## src/rtl/csr_trap_ctrl_pkg.sv

```systemverilog
// csr_trap_ctrl_pkg: shared CSR addresses, mstatus field positions, trap causes and FSM states
package csr_trap_ctrl_pkg;
  localparam logic [11:0] CSR_MSTATUS = 12'h300;
  localparam logic [11:0] CSR_MTVEC = 12'h305;
  localparam logic [11:0] CSR_MEPC = 12'h341;
  localparam logic [11:0] CSR_MCAUSE = 12'h342;
  localparam int MSTATUS_MIE = 3;
  localparam int MSTATUS_MPIE = 7;
  localparam int MSTATUS_MPP_HI = 12;
  localparam int MSTATUS_MPP_LO = 11;
  localparam logic [31:0] ECALL_CAUSE_C = 32'h0000000B;
  localparam logic [31:0] IRQ_CAUSE_C = 32'h8000000B;
  typedef enum logic [2:0] {S_IDLE, S_T_EPC, S_T_CAUSE, S_T_STATUS, S_R_STATUS} state_e;
endpackage

```

## src/rtl/csr_mstatus_upd.sv

```systemverilog
// csr_mstatus_upd: mstatus bit transform for trap entry (is_mret_i=0) or mret (is_mret_i=1)
module csr_mstatus_upd
  import csr_trap_ctrl_pkg::*;
#(
  parameter int XLEN = 32
) (
  input  logic [XLEN-1:0] mstatus_i,
  input  logic            is_mret_i,
  output logic [XLEN-1:0] mstatus_o
);
  always_comb begin
    mstatus_o = mstatus_i;
    mstatus_o[MSTATUS_MPP_HI:MSTATUS_MPP_LO] = 2'b11;
    mstatus_o[MSTATUS_MIE] = is_mret_i ? mstatus_i[MSTATUS_MPIE] : 1'b0;
    mstatus_o[MSTATUS_MPIE] = is_mret_i ? 1'b1 : mstatus_i[MSTATUS_MIE];
  end
endmodule

```

## src/rtl/csr_trap_ctrl.sv

```systemverilog
// csr_trap_ctrl: arbitrates the CSR write port between CSR instructions and trap entry/return sequences
module csr_trap_ctrl
  import csr_trap_ctrl_pkg::*;
#(
  parameter int XLEN = 32,
  parameter int CSR_AW = 12,
  parameter logic [XLEN-1:0] ECALL_CAUSE = ECALL_CAUSE_C,
  parameter logic [XLEN-1:0] IRQ_CAUSE = IRQ_CAUSE_C
) (
  input  logic              clk_i,
  input  logic              rst,
  input  logic              ins_csr_we_i,
  input  logic [CSR_AW-1:0] ins_csr_addr_i,
  input  logic [XLEN-1:0]   ins_csr_wdata_i,
  input  logic              ecall_i,
  input  logic              mret_i,
  input  logic [XLEN-1:0]   commit_pc_i,
  input  logic              irq_i,
  input  logic [XLEN-1:0]   mstatus_i,
  input  logic [XLEN-1:0]   mtvec_i,
  input  logic [XLEN-1:0]   mepc_i,
  output logic              csr_we_o,
  output logic [CSR_AW-1:0] csr_waddr_o,
  output logic [XLEN-1:0]   csr_wdata_o,
  output logic              stall_o,
  output logic              flush_o,
  output logic              redirect_o,
  output logic [XLEN-1:0]   redirect_pc_o,
  output logic              busy_o
);
  state_e state_q, state_d;
  logic [XLEN-1:0] pc_q, pc_d, cause_q, cause_d, ms_upd, wdata, rpc;
  logic [CSR_AW-1:0] waddr;
  logic init_q, en, we, stall, flush, take_irq;
  assign en = init_q & ~rst;
  assign take_irq = irq_i & mstatus_i[MSTATUS_MIE];
  csr_mstatus_upd #(.XLEN(XLEN)) u_upd (
    .mstatus_i(mstatus_i),
    .is_mret_i(state_q == S_R_STATUS),
    .mstatus_o(ms_upd)
  );
  always_ff @(posedge clk_i or posedge rst) begin
    if (rst) begin
      state_q <= S_IDLE;
      pc_q <= '0;
      cause_q <= '0;
      init_q <= 1'b0;
    end else begin
      state_q <= state_d;
      pc_q <= pc_d;
      cause_q <= cause_d;
      init_q <= 1'b1;
    end
  end
  always_comb begin
    state_d = state_q;
    pc_d = pc_q;
    cause_d = cause_q;
    we = 1'b0;
    waddr = '0;
    wdata = '0;
    stall = state_q != S_IDLE;
    flush = 1'b0;
    rpc = '0;
    case (state_q)
      S_IDLE: begin
        we = ins_csr_we_i;
        waddr = ins_csr_addr_i;
        wdata = ins_csr_wdata_i;
        if (en && (take_irq || ecall_i)) begin
          state_d = S_T_EPC;
          pc_d = commit_pc_i;
          cause_d = take_irq ? IRQ_CAUSE : ECALL_CAUSE;
          stall = 1'b1;
        end else if (en && mret_i) begin
          state_d = S_R_STATUS;
          stall = 1'b1;
        end
      end
      S_T_EPC: begin
        we = 1'b1;
        waddr = CSR_MEPC;
        wdata = pc_q;
        state_d = S_T_CAUSE;
      end
      S_T_CAUSE: begin
        we = 1'b1;
        waddr = CSR_MCAUSE;
        wdata = cause_q;
        state_d = S_T_STATUS;
      end
      S_T_STATUS: begin
        we = 1'b1;
        waddr = CSR_MSTATUS;
        wdata = ms_upd;
        flush = 1'b1;
        rpc = mtvec_i & ~XLEN'(3);
        state_d = S_IDLE;
      end
      S_R_STATUS: begin
        we = 1'b1;
        waddr = CSR_MSTATUS;
        wdata = ms_upd;
        flush = 1'b1;
        rpc = mepc_i;
        state_d = S_IDLE;
      end
      default: state_d = S_IDLE;
    endcase
  end
  assign csr_we_o = en & we;
  assign csr_waddr_o = en ? waddr : '0;
  assign csr_wdata_o = en ? wdata : '0;
  assign stall_o = en & stall;
  assign flush_o = en & flush;
  assign redirect_o = en & flush;
  assign redirect_pc_o = en ? rpc : '0;
  assign busy_o = en & (state_q != S_IDLE);
endmodule

```

## config.mk

```make
export PLATFORM = sky130hd
export DESIGN_NAME = csr_trap_ctrl
export DESIGN_NICKNAME = d
export VERILOG_FILES = /design/src/rtl/csr_trap_ctrl_pkg.sv /design/src/rtl/csr_mstatus_upd.sv /design/src/rtl/csr_trap_ctrl.sv
export SDC_FILE = /design/constraint.sdc
export NUM_CORES = 1
export LEC_CHECK = 0
export CORE_ASPECT_RATIO = 2
export CORE_MARGIN = 4
export CORE_UTILIZATION = 33
export DETAILED_ROUTE_END_ITERATION = 10
export PLACE_DENSITY = 0.82
export SKIP_CTS_REPAIR_TIMING = 1
export SKIP_LAST_GASP = 1
export SLEW_MARGIN = 15
export SYNTH_ARGS = -nofsm -noshare
export SYNTH_HDL_FRONTEND = slang
export SYNTH_SLANG_ARGS = --single-unit
```

## constraint.sdc

```tcl
create_clock -name clk_i -period 2.6 [get_ports clk_i]
set_input_delay 0.52 -clock clk_i [delete_from_list [all_inputs] [get_ports clk_i]]
set_output_delay 0.52 -clock clk_i [all_outputs]
set_load 0.01 [all_outputs]
```

# Yosys cells after proc, flatten, opt, wreduce, memory -nomap -nowiden

Index checks and enable logic that the tools add are counted.

Eq/ne operators: 5
Mux-type cells: 17
Bitwise gates (word level): 7
Reduce and logical (&&, ||, !) cells: 8

Operators with widths:

| cell                 | number |
|---|---|
| $pmux W32 S4         | 1 |
| $mux W32             | 3 |
| $pmux W32 S2         | 1 |
| $pmux W12 S4         | 1 |
| $mux W12             | 1 |
| $pmux W3 S3          | 1 |
| $and A1 B1 Y1        | 6 |
| $eq A3 B2 Y1 const B | 2 |
| $mux W1              | 6 |
| $mux W3              | 2 |
| $reduce_or A4 Y1     | 1 |
| $eq A3 B1 Y1 const B | 1 |
| $eq A3 B3 Y1 const B | 1 |
| $logic_not A3 Y1     | 1 |
| $ne A3 B3 Y1 const B | 1 |
| $reduce_bool A3 Y1   | 1 |
| $logic_and A1 B1 Y1  | 2 |
| $pmux W1 S2          | 1 |
| $reduce_and A2 Y1    | 1 |
| $reduce_or A2 Y1     | 1 |
| $logic_or A1 B1 Y1   | 1 |
| $not A1 Y1           | 1 |

Register bits after elaboration: 68
Input bits: 178
Output and inout bits: 81

# Depth between registers and ports, before layout

Word-level depth: 7
Depth in mapped cells: 7
Depth with buffers taken out: 3

# Hierarchy

From an unflattened synthesis, not the netlist that was laid out.

Cell total of the unflattened synthesis: 388
Area, all modules: 3430.8 µm²

Modules (own cells, without submodules):

| module          | times used | cells each | area an instance (µm²) |
|---|---|---|---|
| csr_trap_ctrl   | 1          | 355        | 3188.1 |
| csr_mstatus_upd | 1          | 33         | 242.7 |

# Least setup slack after synthesis

Ideal clock, no wire load.

Path kind: reg2out
Start: reg state_q[1]
End: out redirect_o
Data arrival time: 1.616 ns
Required time: 2.080 ns
Path slack: 0.464 ns
Stages on the path, launching flop included: 7
Buffers on the path: 3
Cells stage by stage: dfrtp_1 buf_2 nor3b_1 clkbuf_1 nor2_1 nor2_1 buf_4

Word-level cells in the longest chain between the ends: 4
Elaborated cells between the ends (all ways): 5
Those cells by class: eq/ne (2); mux (1); bitwise (1); reduce/logical (1)

Ends and longest elaborated chain:

| item                                         | RTL line            | source |
|---|---|---|
| start, declared                              | csr_trap_ctrl.sv:31 | `state_e state_q, state_d;` |
| start signal, assigned                       | csr_trap_ctrl.sv:49 | `state_q <= state_d;` |
| $eq A3 B2 Y1 or $eq A3 B3 Y1 (tied branches) | csr_trap_ctrl.sv:65 | `case (state_q)` |
| $reduce_or A2 Y1 (no line) *                 | n/a                 |  |
| $mux W1 *                                    | csr_trap_ctrl.sv:65 |  |
| $and A1 B1 Y1 *                              | n/a                 |  |
| end, declared                                | csr_trap_ctrl.sv:27 | `output logic redirect_o,` |

Every way passes the cells marked *; elsewhere a longest branch is shown, timed or not.

# Worst setup path in the final report

Start: reg state_q[0]
End: out csr_waddr_o[9]

Word-level cells in the longest chain between the ends: 4
Elaborated cells between the ends (all ways): 8
Those cells by class: eq/ne (4); mux (2); reduce/logical (2)

Ends and longest elaborated chain:

| item                                         | RTL line             | source |
|---|---|---|
| $eq A3 B2 Y1 or $eq A3 B3 Y1 (tied branches) | csr_trap_ctrl.sv:65  |  |
| $reduce_or A2 Y1 (no line)                   | n/a                  |  |
| $pmux W12 S4 *                               | csr_trap_ctrl.sv:65  |  |
| $mux W12 *                                   | csr_trap_ctrl.sv:112 | `assign csr_waddr_o = en ? waddr : '0;` |
| end, declared                                | csr_trap_ctrl.sv:23  | `output logic [CSR_AW-1:0] csr_waddr_o,` |

Marked as above.

==> results.py <==
metrics = {
    "critical_path": {
        "r2r_cells": 5,
        "rr_startpoint": "state_q[2]$_DFFE_PP0P_",
        "cp-start-kind": "flip-flop",
        "cp_max_fo": 7,
        "critPathKind": "flip-flop to output port",
        "regToRegEndpoint": "pc_q[1]$_DFFE_PP0P_",
        "required_ns": 2.08,
        "crit_arrival_ns": 2.17,
        "regToRegSetupSlack_ns": 0.50,
        "endpoint_kind": "output port",
    },
    "layout": {
        "regArea_sq_um": 955,
        "fillers": 723,
        "drive_gt1_share_pct": 18.9,
        "multi_input_area_sq_um": 2000,
        "area_growth_pct": 107,
        "antennaDiodeCount": 0,
        "fin_nets": 811,
    },
    "routing": {
        "ant_nets": 0,
        "routed_wl_mm": 14.3,
        "drt_iter0_markers": 193,
        "via_per_inst": 5.43,
        "first_pass_iters": 4,
        "drc_errors": 0,
        "drt-wirelength-per-cell_microns": 19.4,
        "vias": 3996,
    },
    "global_routing": {
        "antenna_found_initial": 0,
        "grt_pass1_vias": 4039,
        "grt_pass1_wl_mm": 20.6,
        "track_usage_pct": 23.1,
        "grt_overflow": 0,
        "grt_max_degree": 46,
    },
    "clocking": {
        "cts_root_buffer": "clkbuf_16",
        "h-tree-depth": 2,
        "cts_made_buffers": 5,
        "clk_pin_slew_ns": 0.05,
        "cts_max_path_buffers": 2,
        "tritoncts": "built",
        "cts_sinks": 38,
        "clk_latency_ns": 0.28,
    },
    "floorplan": {
        "io_pins": 259,
        "die_h_microns": 145,
        "fp.dieArea_sq_um": 11100,
        "die_w_microns": 76.5,
        "core_sq_um": 9070,
        "initial_core_util_pct": 34.1,
        "row_count": 49,
    },
    "power_and_ir_drop": {
        "ir_drop_mv": 0.493,
        "powerDensity_nw_per_um2": 676,
        "leakagePower_nw": 3.57,
    },
    "placement": {
        "gp_congestion": 0.782,
        "port_buffers": 254,
        "post-dp-hpwl_mm": 10.9,
    },
    "timing": {
        "setup_slack_ns": -0.0883,
        "max_freq_mhz": 372,
        "tightest_slew_ns": 0.711,
        "hold_violations": 0,
        "holdWs_ns": 0.491,
        "clock_skew_ns": 0.00652,
        "fin_crit_ns": 2.69,
        "tns_ns": -0.389,
        "slew_violations": 0,
        "rsz0062_at_grt": "yes",
        "timing.final.crit_share_pct": 103,
        "setup_viol_count_final": 8,
        "slew_headroom_pct": 52.5,
    },
    "yosys": {
        "ys_seq_area_share_pct": 30.7,
        "syn_area_per_cell_sq_um": 8.20,
        "yosys.area.top_type": "dfrtp_1",
        "async_flop_share_pct": 100,
        "synth_seq_cells": 38,
        "synth.top_cell.area_share_pct": 30.7,
        "ys_warn_count": 0,
        "ys_top_cells_by_count": "mux2_2, nand2_1, nor2_1",
        "synth_edf_count": 0,
        "netlist-cell-type-count": 35,
        "synthesis.nets": 555,
        "synth_most_common_cell": "mux2_2",
        "synth.area.top_cells": "dfrtp_1, mux2_2, a22oi_1, nand2_1, a31oi_1",
        "synth_flop_cell": "dfrtp_1",
        "synth_cells": 377,
        "syn_area_sq_um": 3090,
    },
    "status": {
        "violations": "setup timing",
        "status": "finished, violations left",
    },
    "hold_path": {
        "min_to": "pc_q[17]$_DFFE_PP0P_",
        "min_path_cells": 1,
        "min_from": "pc_q[17]$_DFFE_PP0P_",
        "hp-class": "flip-flop to flip-flop",
    },
    "flow_run": {
        "cap_violations": 0,
    },
}
## logic make-up after synthesis
| group | synth area share [%] |
|---|---|
| and+or+nand+nor | 21.7 |
| AOI/OAI and AO/OA | 17.6 |
| muxes | 22.9 |
| buffers and inverters | 6.55 |
| DFF | 30.7 |
| xor gates and xnor gates | 0.283 |
| other | 0.121 |
## worst max-delay path by stage
stage                                 startpoint               to  slack, ns  cells after the start
after floorplan           state_q[1]$_DFFE_PP0P_       redirect_o       0.46                      6
after global placement                       rst   csr_waddr_o[6]      -0.14                      4
after detailed placement                     rst  csr_wdata_o[14]      -0.16                      6
after CTS                                    rst   csr_waddr_o[6]      -0.19                      4
after global routing      state_q[0]$_DFFE_PP0P_   csr_waddr_o[8]      -0.16                      5
final                     state_q[0]$_DFFE_PP0P_   csr_waddr_o[9]      -0.09                      5
## flip-flops by register name, summed over array words and instances, names as in the netlist
register / count
init_q: 1
state_q: 3
pc_q: 32
cause_q: 2
## routing by layer
layer	part of all wire [%]	GRT usage (%)	vias to the layer above
met5	0	0	-
met1	33	21.5	1865
met4	3.9	11.0	0
li1	-	-	1870
met3	7.3	6.27	41
met2	56	44.8	220
## power by group
part           total [W]  internal [W]  switching [W]
clock network   0.000612      0.000380       0.000232
registers        0.00105      0.000876       0.000172
logic            0.00267       0.00150        0.00116
## stage by stage
step                cell area (sq um)  cells  util [%]  total power, W  worst slack (ns)
CTS                              6050    727      66.7         0.00419            -0.195
global route                     6400    736      70.6         0.00461            -0.163
global placement                 5900    719      65.1         0.00348            -0.139
finish                           6400    736      70.6         0.00433           -0.0883
floorplan                        3090    377         -         0.00246             0.464
detailed placement               5900    719      65.1         0.00356            -0.165
## cell usage in the layout (no fill, tap or decap), types with 2 or more instances in the layout
| master | count |
|---|---|
| nand2_1 | 53 |
| inv_1 | 3 |
| buf_6 | 3 |
| or3_1 | 3 |
| a22oi_1 | 30 |
| mux2_2 | 60 |
| clkbuf_16 | 8 |
| o21ai_0 | 3 |
| dfrtp_1 | 35 |
| and3_1 | 9 |
| o21a_1 | 4 |
| dlymetal6s2s_1 | 69 |
| buf_12 | 9 |
| nor2_1 | 42 |
| nor3_1 | 2 |
| buf_4 | 21 |
| nand3_1 | 28 |
| clkdlybuf4s50_1 | 185 |
| o211ai_1 | 2 |
| a22oi_2 | 2 |
| dfrtp_2 | 3 |
| or2_2 | 2 |
| a21oi_1 | 9 |
| a31oi_1 | 28 |
## final cells by class
| cell class | count | area share [%] |
|---|---|---|
| Sequential cell | 38 | 14.9 |
| Timing Repair Buffer | 290 | 49.4 |
| Tap cell | 102 | 1.99 |
| Inverter | 4 | 0.234 |
| Clock buffer | 7 | 2.23 |
| Clock inverter | 1 | 0.0782 |
| Multi-Input combinational cell | 294 | 31.2 |
## critical path: stages, from the launching register on
cell and delay, ns:
dfrtp_2 0.48, buf_4 0.17, or2_2 0.29, a21oi_1 0.25, o21a_1 0.16, clkdlybuf4s50_1 0.54
No activity file was read; power rests on OpenSTA's default activity.
